<file path="src/rtl/matmul_seq.sv">
// Matrix-multiply sequencer: latches A and B, walks every (row, column) pair
// through an external inner-product unit and collects the NxN product matrix.
module matmul_seq #(
  parameter int N = 5,
  parameter int W = 8
) (
  input  logic                 clk,
  input  logic                 rst,
  input  logic                 start,
  input  logic [N*N*W-1:0]     mat_a,
  input  logic [N*N*W-1:0]     mat_b,
  input  logic [W-1:0]         prod_in,
  input  logic                 ovf_in,
  output logic [N*W-1:0]       lin,
  output logic [N*W-1:0]       col,
  output logic [N*N*W-1:0]     result,
  output logic                 ovf,
  output logic                 busy,
  output logic                 done
);

  localparam int IW = (N > 1) ? $clog2(N) : 1;

  typedef enum logic [1:0] {
    IDLE = 2'd0,
    RUN  = 2'd1,
    DONE = 2'd2
  } state_t;

  state_t                state_r;
  state_t                state_nxt_s;
  logic [IW-1:0]         i_r;
  logic [IW-1:0]         j_r;
  logic [N*N*W-1:0]      a_lat_r;
  logic [N*N*W-1:0]      b_lat_r;
  logic                  last_s;

  assign last_s = (i_r == IW'(N-1)) && (j_r == IW'(N-1));

  // Next-state decode; start is only honoured in IDLE.
  always_comb begin
    state_nxt_s = state_r;
    case (state_r)
      IDLE: begin
        if (start) state_nxt_s = RUN;
        else       state_nxt_s = IDLE;
      end
      RUN: begin
        if (last_s) state_nxt_s = DONE;
        else        state_nxt_s = RUN;
      end
      DONE:    state_nxt_s = IDLE;
      default: state_nxt_s = IDLE;
    endcase
  end

  // Present row i of A and column j of B to the inner-product unit.
  always_comb begin
    lin = '0;
    col = '0;
    for (int m = 0; m < N; m++) begin
      lin[W*(N-1-m) +: W] = a_lat_r[W*(N*N-1-(int'(i_r)*N+m)) +: W];
      col[W*(N-1-m) +: W] = b_lat_r[W*(N*N-1-(m*N+int'(j_r))) +: W];
    end
  end

  // State, operand latches, index walk and result capture.
  always_ff @(posedge clk) begin
    if (rst) begin
      state_r <= IDLE;
      i_r     <= '0;
      j_r     <= '0;
      a_lat_r <= '0;
      b_lat_r <= '0;
      result  <= '0;
      ovf     <= 1'b0;
      busy    <= 1'b0;
      done    <= 1'b0;
    end else begin
      state_r <= state_nxt_s;
      busy    <= (state_nxt_s == RUN);
      done    <= (state_nxt_s == DONE);
      case (state_r)
        IDLE: begin
          if (start) begin
            a_lat_r <= mat_a;
            b_lat_r <= mat_b;
            i_r     <= '0;
            j_r     <= '0;
            result  <= '0;
            ovf     <= 1'b0;
          end
        end
        RUN: begin
          result[W*(N*N-1-(int'(i_r)*N+int'(j_r))) +: W] <= prod_in;
          ovf <= ovf | ovf_in;
          // Row-major walk; wraps to (0,0) after the last element.
          if (j_r == IW'(N-1)) begin
            j_r <= '0;
            if (last_s) i_r <= '0;
            else        i_r <= i_r + IW'(1);
          end else begin
            j_r <= j_r + IW'(1);
          end
        end
        DONE: begin
          i_r <= '0;
          j_r <= '0;
        end
        default: begin
          i_r <= '0;
          j_r <= '0;
        end
      endcase
    end
  end

endmodule

</file>
<file path="config.mk">
export PLATFORM = sky130hd
export DESIGN_NAME = matmul_seq
export DESIGN_NICKNAME = d
export VERILOG_FILES = /design/src/rtl/matmul_seq.sv
export SDC_FILE = /design/constraint.sdc
export NUM_CORES = 2
export LEC_CHECK = 0
export BUFFER_PORTS_ARGS = -buffer_cell sky130_fd_sc_hd__buf_2
export CORE_MARGIN = 10
export CORE_UTILIZATION = 47
export DETAILED_ROUTE_END_ITERATION = 7
export GPL_ROUTABILITY_DRIVEN = 0
export PLACE_DENSITY = 0.7
export SYNTH_ARGS = -nofsm -noshare
export SYNTH_HDL_FRONTEND = slang
export SYNTH_SLANG_ARGS = --single-unit
</file>
<file path="constraint.sdc">
create_clock -name clk -period 8.6 [get_ports clk]
set_input_delay 0.43 -clock clk [delete_from_list [all_inputs] [get_ports clk]]
set_output_delay 0.43 -clock clk [all_outputs]
set_load 0.05 [all_outputs]
</file>
; Word level (Yosys, flattened, before mapping)
; Cells that the tools add are included.
[totals]
register_bits = 611
latch_bits = 0
mem_bits_rw = 0
rom_bits = 0
output_inout_bits = 283
word_cells = 73
memories = 0
[op_classes]
n_addsub = 23
multipliers = 1
n_div = 0
magnitude_cmp = 0
n_eq_ne = 7
n_shift = 12
n_mux = 14
bitwise = 1
n_reduce_logical = 6
[ops]
columns = operator, n
row1 = variable part select 200 x 32 -> 8 bit, 5
row2 = variable part select 200 x 9 -> 8 bit, 4
row3 = case mux 200 bit (2 select lines), 1
row4 = bitwise mux 200 bit, 1
row5 = 2-to-1 mux 200 bit, 1
row6 = "variable shift 8 x 33 -> 200 bit, first input constant", 1
row7 = variable part select 200 x 10 -> 8 bit, 1
row8 = variable part select 8 x 33 -> 200 bit, 1
row9 = "subtractor 6 x 29 -> 29 bit, first input constant", 5
row10 = negation 11 -> 33 bit, 1
row11 = "adder 6 x 2 -> 7 bit, second input constant", 2
row12 = 2-to-1 mux 3 bit, 4
row13 = case mux 3 bit (2 select lines), 2
row14 = "subtractor 5 x 5 -> 6 bit, first input constant", 2
row15 = "adder 4 x 3 -> 5 bit, first input constant", 2
row16 = "subtractor 5 x 7 -> 8 bit, first input constant", 1
row17 = "adder 6 x 1 -> 7 bit, second input constant", 1
row18 = adder 6 x 3 -> 7 bit, 1
row19 = "adder 6 x 3 -> 7 bit, second input constant", 1
row20 = "subtractor 5 x 6 -> 7 bit, first input constant", 1
row21 = "adder 3 x 1 -> 3 bit, second input constant", 2
row22 = "adder 5 x 3 -> 6 bit, first input constant", 1
row23 = "equality test 3 bit, second input constant", 2
row24 = "multiplier 3 x 3 -> 6 bit, second input constant", 1
row25 = other kinds (15), 20

; Logic depth before layout (Yosys ltp)
[depth]
word_depth = 7
mapped_depth = 25

; Worst setup path after synthesis
; Ideal clock, no wire load.
[synth_path]
kind = flip-flop to flip-flop
startpoint = register i_r[0]
endpoint = register result[128]
setup_time_ns = 0.125
arrival_time_ns = 5.268
slack_ns = 3.207
stages_incl_launch_ff = 25
path_buffers = 6
path_cell_list = dfxtp_1 buf_6 inv_1 buf_4 buf_2 buf_2 ha_1 ha_1 inv_1 fa_1 nand2b_1 a21o_1 inv_1 and2_1 clkbuf_1 nand2_1 ha_1 nor4b_1 nand4_1 or4_1 buf_2 nor4_1 nand3_1 nand3_1 o21ai_1
[synth_between]
elab_chain_len = 7
elab_cells_between_ends = 8
classes_between = add/sub: 3 / mul: 1 / shift: 2 / mux: 2
[synth_rtl]
columns = item, line
row1 = from (decl), 32  ; logic [IW-1:0] i_r;
row2 = from (signal assigned), 101  ; else i_r <= i_r + IW'(1);
row3 = multiplier 3 x 3 -> 6 bit *, 95  ; result[W*(N*N-1-(int'(i_r)*N+int'(j_r))) +: W] <= prod_in;
row4 = adder 6 x 3 -> 7 bit *, 95
row5 = subtractor 5 x 7 -> 8 bit *, 95
row6 = negation 11 -> 33 bit *, 95
row7 = variable part select 8 x 33 -> 200 bit or variable shift 8 x 33 -> 200 bit (tied branches), 95
row8 = bitwise mux 200 bit *, 95
row9 = case mux 200 bit (2 select lines) *, 83  ; case (state_r)
row10 = "to (signal, indexed assignment)", 95
row11 = to (decl), 16  ; output logic [N*N*W-1:0] result,
; Every way passes the cells marked *; elsewhere a longest branch is shown, timed or not.
; A chain may end at the register's enable or synchronous reset.

; Worst setup path after layout
[layout_path]
startpoint = register i_r[0]
endpoint = register result[132]
; The elaborated chain is that of the path after synthesis.

==> out/metrics.cfg <==
[power_and_ir_drop]
power.density_nw_per_um2=196.2
leakagePower_nw=15.70
worst_case_vdd_ir_drop_mv=0.1783

[clock_tree]
clock-root-buffer=sky130_fd_sc_hd__clkbuf_16
cts.sink_count=611
clkTransAtPathRegs_ns=0.06
cts_tree=yes
clk_latency_ns=0.60
ctsHtreeMaxLevel=3
post_cts.resized_instances=0
ctsHoldBuffers=0
inserted_clock_buffers=67
cts_post_setup_buffers_inserted=0
clock_path_buffers=3

[final_layout]
stdcell_area_um2=39430
drive_gt1_share_pct=28.39
area_delta_synth_final_pct=18.01
finish.net_count=4679
final_layout_fill_cell_count=6335

[sta]
clock-skew-final_ns=0.01707
finalCritPeriodShare_pct=73.01
finalSetupTns_ns=0
setup_repair_after_global_routing_missed_its_margin=no
finalHoldViolCount=0
final_period_minus_worst_setup_slack_ns=6.279
drv_slew=0
timing.final.setup_violations=0
worst_slew_margin_rel_pct=20.88
fmax_ghz=0.1593
worstMarginPinSlew_ns=1.178

[routing]
via_per_inst=6.048
drt_pass1_iterations=8
drtAntennaViolNets=0
drt-wirelength-per-cell_um=24.43
drt_first_iter_violations=4268
finalWirelength_um=127500
route.detailed.drc=0
dr_total_vias=31570

[setup_path]
r2r-end=result[132]
critical_path.max_fanout=57
start_of_the_worst_register_to_register_path=i_r[0]
critPathCaptureType=flop
worst-setup-path-type=flop to flop
cp_data_required_time_ns=9.08
critPathLaunchType=flop
reg2regPathDepth=16
data_arrival_time_of_the_worst_path_ns=6.76
worst_r2r_setup_slack_ns=2.32

[run]
drv_cap=0

[floorplan]
core_area_um2=70270
num_io_pins=695
initial_core_utilization_pct=47.54
die_area_um2=82150
die-width_um=286.6
die_h_um=286.6
rows=97

[global_route]
grt.met1_usage_pct=37.82
antenna_found_initial=11
grt-busiest-layer=met2
use_met2_pct=46.06
global_route.overflow_total=0
first_pass_grt_wire_length_um=187900
vias_in_the_first_global_route=29910
grt_use_met3_pct=8.275
grt_start_max_net_pins=228
globalRouteTotalUtil_pct=29.52

[synth]
ffs_w_async_s_r_synth_pct=0
synth_area_per_cell_um2=8.904
postSynthNetCount=4199
syn-instance-count=3752
ys_dominant_reg_cell=sky130_fd_sc_hd__dfxtp_1
synth.yosys.warnings=0
synth_edf_count=0
synth_area_um2=33410
yosys_register_bits=611
netlist-cell-type-count=86
synth_sequential_area_ratio_pct=36.61

[worst_hold_path]
type_of_the_tightest_min_delay_check=input pin to flop
min_delay_worst_endpoint=b_lat_r[66]
hold-path-cell-count=3
min_from=mat_b[66]

[placement]
place.detailed.hpwl_um=95300
placement.cell_area_um2=37130
port-buffer-count=694

[run_status]
run_status=complete, no violations

stage by stage:
step / utilization [%] / cells / hold slack, ns / power [mW] / setup slack, ns
6_report: 56.11 / 5220 / 0.04882 / 7.734 / 2.321
5_1_grt: 56.11 / 5220 / 0.04503 / 7.994 / 1.698
4_1_cts: 56.10 / 5219 / 0.01984 / 7.742 / 2.354
3_5_place_dp: 52.84 / 5103 / 0.4466 / 4.744 / 2.364
3_3_place_gp: 52.84 / 5103 / 0.4383 / 4.726 / 2.547
2_1_floorplan: - / 3752 / 0.4329 / 4.213 / 3.207
placed cells by master, fill, tap and decap left out, types with 6 or more instances in the layout:
master / instances
sky130_fd_sc_hd__bufinv_16: 7
sky130_fd_sc_hd__o221ai_1: 16
sky130_fd_sc_hd__inv_1: 27
sky130_fd_sc_hd__dfxtp_1: 608
sky130_fd_sc_hd__clkbuf_1: 6
sky130_fd_sc_hd__nor2b_1: 14
sky130_fd_sc_hd__nand3_1: 144
sky130_fd_sc_hd__a22o_1: 32
sky130_fd_sc_hd__mux2i_1: 125
sky130_fd_sc_hd__xnor2_2: 6
sky130_fd_sc_hd__a221oi_1: 9
sky130_fd_sc_hd__nor2_1: 78
sky130_fd_sc_hd__or3_1: 6
sky130_fd_sc_hd__o21ai_0: 120
sky130_fd_sc_hd__buf_2: 693
sky130_fd_sc_hd__xnor2_1: 17
sky130_fd_sc_hd__o21ai_1: 41
sky130_fd_sc_hd__clkbuf_8: 13
sky130_fd_sc_hd__and2_1: 11
sky130_fd_sc_hd__nand2_1: 1111
sky130_fd_sc_hd__ha_1: 32
sky130_fd_sc_hd__a31oi_1: 17
sky130_fd_sc_hd__nand2b_1: 18
sky130_fd_sc_hd__and3_1: 7
sky130_fd_sc_hd__a21oi_1: 472
sky130_fd_sc_hd__nand4_1: 6
sky130_fd_sc_hd__buf_4: 31
sky130_fd_sc_hd__clkbuf_16: 68
sky130_fd_sc_hd__a211oi_1: 37
sky130_fd_sc_hd__nor3_2: 6
sky130_fd_sc_hd__nor3_1: 24
sky130_fd_sc_hd__mux4_2: 288
sky130_fd_sc_hd__nor4_1: 9
sky130_fd_sc_hd__clkinv_2: 10
sky130_fd_sc_hd__o22ai_1: 10
sky130_fd_sc_hd__mux2_2: 27
worst max-delay path, cell delays in order (launching register included):
cell and delay (ns):
sky130_fd_sc_hd__dfxtp_4 0.87, sky130_fd_sc_hd__ha_1 0.31, sky130_fd_sc_hd__ha_1 0.18, sky130_fd_sc_hd__inv_1 0.05
sky130_fd_sc_hd__ha_1 0.69, sky130_fd_sc_hd__inv_1 0.44, sky130_fd_sc_hd__xnor2_2 0.55, sky130_fd_sc_hd__and2_1 0.32
sky130_fd_sc_hd__nand2_1 0.09, sky130_fd_sc_hd__ha_1 0.34, sky130_fd_sc_hd__nor4b_1 0.34, sky130_fd_sc_hd__nand4_1 0.21
sky130_fd_sc_hd__or4_1 0.80, sky130_fd_sc_hd__nor4_1 0.36, sky130_fd_sc_hd__nand3_1 0.30, sky130_fd_sc_hd__nand3_1 0.22
sky130_fd_sc_hd__o21ai_1 0.08
synthesized netlist by cell type (5+ instances only):
cell / instances / area (um2)
sky130_fd_sc_hd__nand2_1: 1112 / 4174
sky130_fd_sc_hd__dfxtp_1: 611 / 12230
sky130_fd_sc_hd__a21oi_1: 472 / 2362
sky130_fd_sc_hd__mux4_2: 288 / 6486
sky130_fd_sc_hd__clkbuf_1: 208 / 780.8
sky130_fd_sc_hd__nand3_1: 144 / 720.7
sky130_fd_sc_hd__mux2i_1: 125 / 1251
sky130_fd_sc_hd__o21ai_0: 120 / 600.6
sky130_fd_sc_hd__nor2_1: 79 / 296.5
sky130_fd_sc_hd__buf_2: 51 / 255.2
sky130_fd_sc_hd__o21ai_1: 42 / 210.2
sky130_fd_sc_hd__buf_1: 41 / 153.9
sky130_fd_sc_hd__a211oi_1: 37 / 277.8
sky130_fd_sc_hd__ha_1: 34 / 425.4
sky130_fd_sc_hd__a22o_1: 32 / 280.3
sky130_fd_sc_hd__inv_1: 28 / 105.1
sky130_fd_sc_hd__mux2_2: 27 / 304.0
sky130_fd_sc_hd__nor3_1: 24 / 120.1
sky130_fd_sc_hd__xnor2_1: 20 / 175.2
sky130_fd_sc_hd__nand2b_1: 18 / 112.6
sky130_fd_sc_hd__a31oi_1: 17 / 106.4
sky130_fd_sc_hd__o221ai_1: 16 / 140.1
sky130_fd_sc_hd__nor2b_1: 14 / 87.58
sky130_fd_sc_hd__and2_1: 12 / 75.07
sky130_fd_sc_hd__buf_4: 12 / 90.09
sky130_fd_sc_hd__o22ai_1: 10 / 62.56
sky130_fd_sc_hd__a221oi_1: 9 / 78.83
sky130_fd_sc_hd__nor4_1: 9 / 56.30
sky130_fd_sc_hd__and3_1: 7 / 43.79
sky130_fd_sc_hd__xor2_1: 7 / 61.31
sky130_fd_sc_hd__nand4_1: 6 / 37.54
sky130_fd_sc_hd__nor3_2: 6 / 60.06
sky130_fd_sc_hd__or3_1: 6 / 37.54
sky130_fd_sc_hd__a21o_1: 5 / 37.54
sky130_fd_sc_hd__buf_6: 5 / 56.30
sky130_fd_sc_hd__o211ai_1: 5 / 37.54
sky130_fd_sc_hd__o22a_1: 5 / 43.79
how the worst max path moves through the flow:
stage | startpoint | to | cells after the start | slack (ns)
after detailed placement | j_r[0] | result[131] | 16 | 2.36
final | i_r[0] | result[132] | 16 | 2.32
after floorplan | i_r[0] | result[128] | 24 | 3.21
after CTS | j_r[0] | result[132] | 16 | 2.35
after global placement | j_r[0] | result[94] | 16 | 2.55
after global routing | j_r[0] | result[102] | 16 | 1.70
state kept, by name (all words and copies together) (netlist names):
signal	flops
a_lat_r	200
b_lat_r	200
result	200
i_r	3
j_r	3
state_r	2
busy	1
done	1
ovf	1
layer usage:
metal | share of wire (%) | up-vias | routed length [um]
met4 | 4.7 | 10 | 5984
met3 | 11 | 327 | 13940
met5 | 0.057 | - | 73
met2 | 46 | 1823 | 58350
met1 | 39 | 15050 | 49150
li1 | - | 14360 | -
where the power goes:
| part | leakage, nW | switching (mW) | internal (mW) | total (mW) |
|---|---|---|---|---|
| combinational | 9.58 | 1.04 | 0.568 | 1.60 |
| sequential | 4.99 | 0.162 | 2.95 | 3.11 |
| clock | 1.13 | 1.24 | 1.78 | 3.02 |
| total | 15.7 | 2.43 | 5.30 | 7.73 |
logic make-up after synthesis:
logic type / count (synthesis) / share of synthesized area (%)
xor+xnor: 34 / 1.082
mux: 441 / 24.11
flops: 611 / 36.61
compound gates: 808 / 13.71
simple gates: 1477 / 18.82
fa+ha+maj: 35 / 1.333
buf+inv: 346 / 4.326
area by class of cell:
cell class	instances	area, um2	area share (%)
clock inverters	29	389.1	0.9870
well taps	940	1176	2.983
repair buffers	728	3776	9.578
diodes	1	2.502	0.006347
multi-input cells	2795	19830	50.29
clock buffers	87	1903	4.827
flip-flops and latches	611	12240	31.05
inverters	29	108.9	0.2761
No activity file was read; power rests on OpenSTA's default activity.
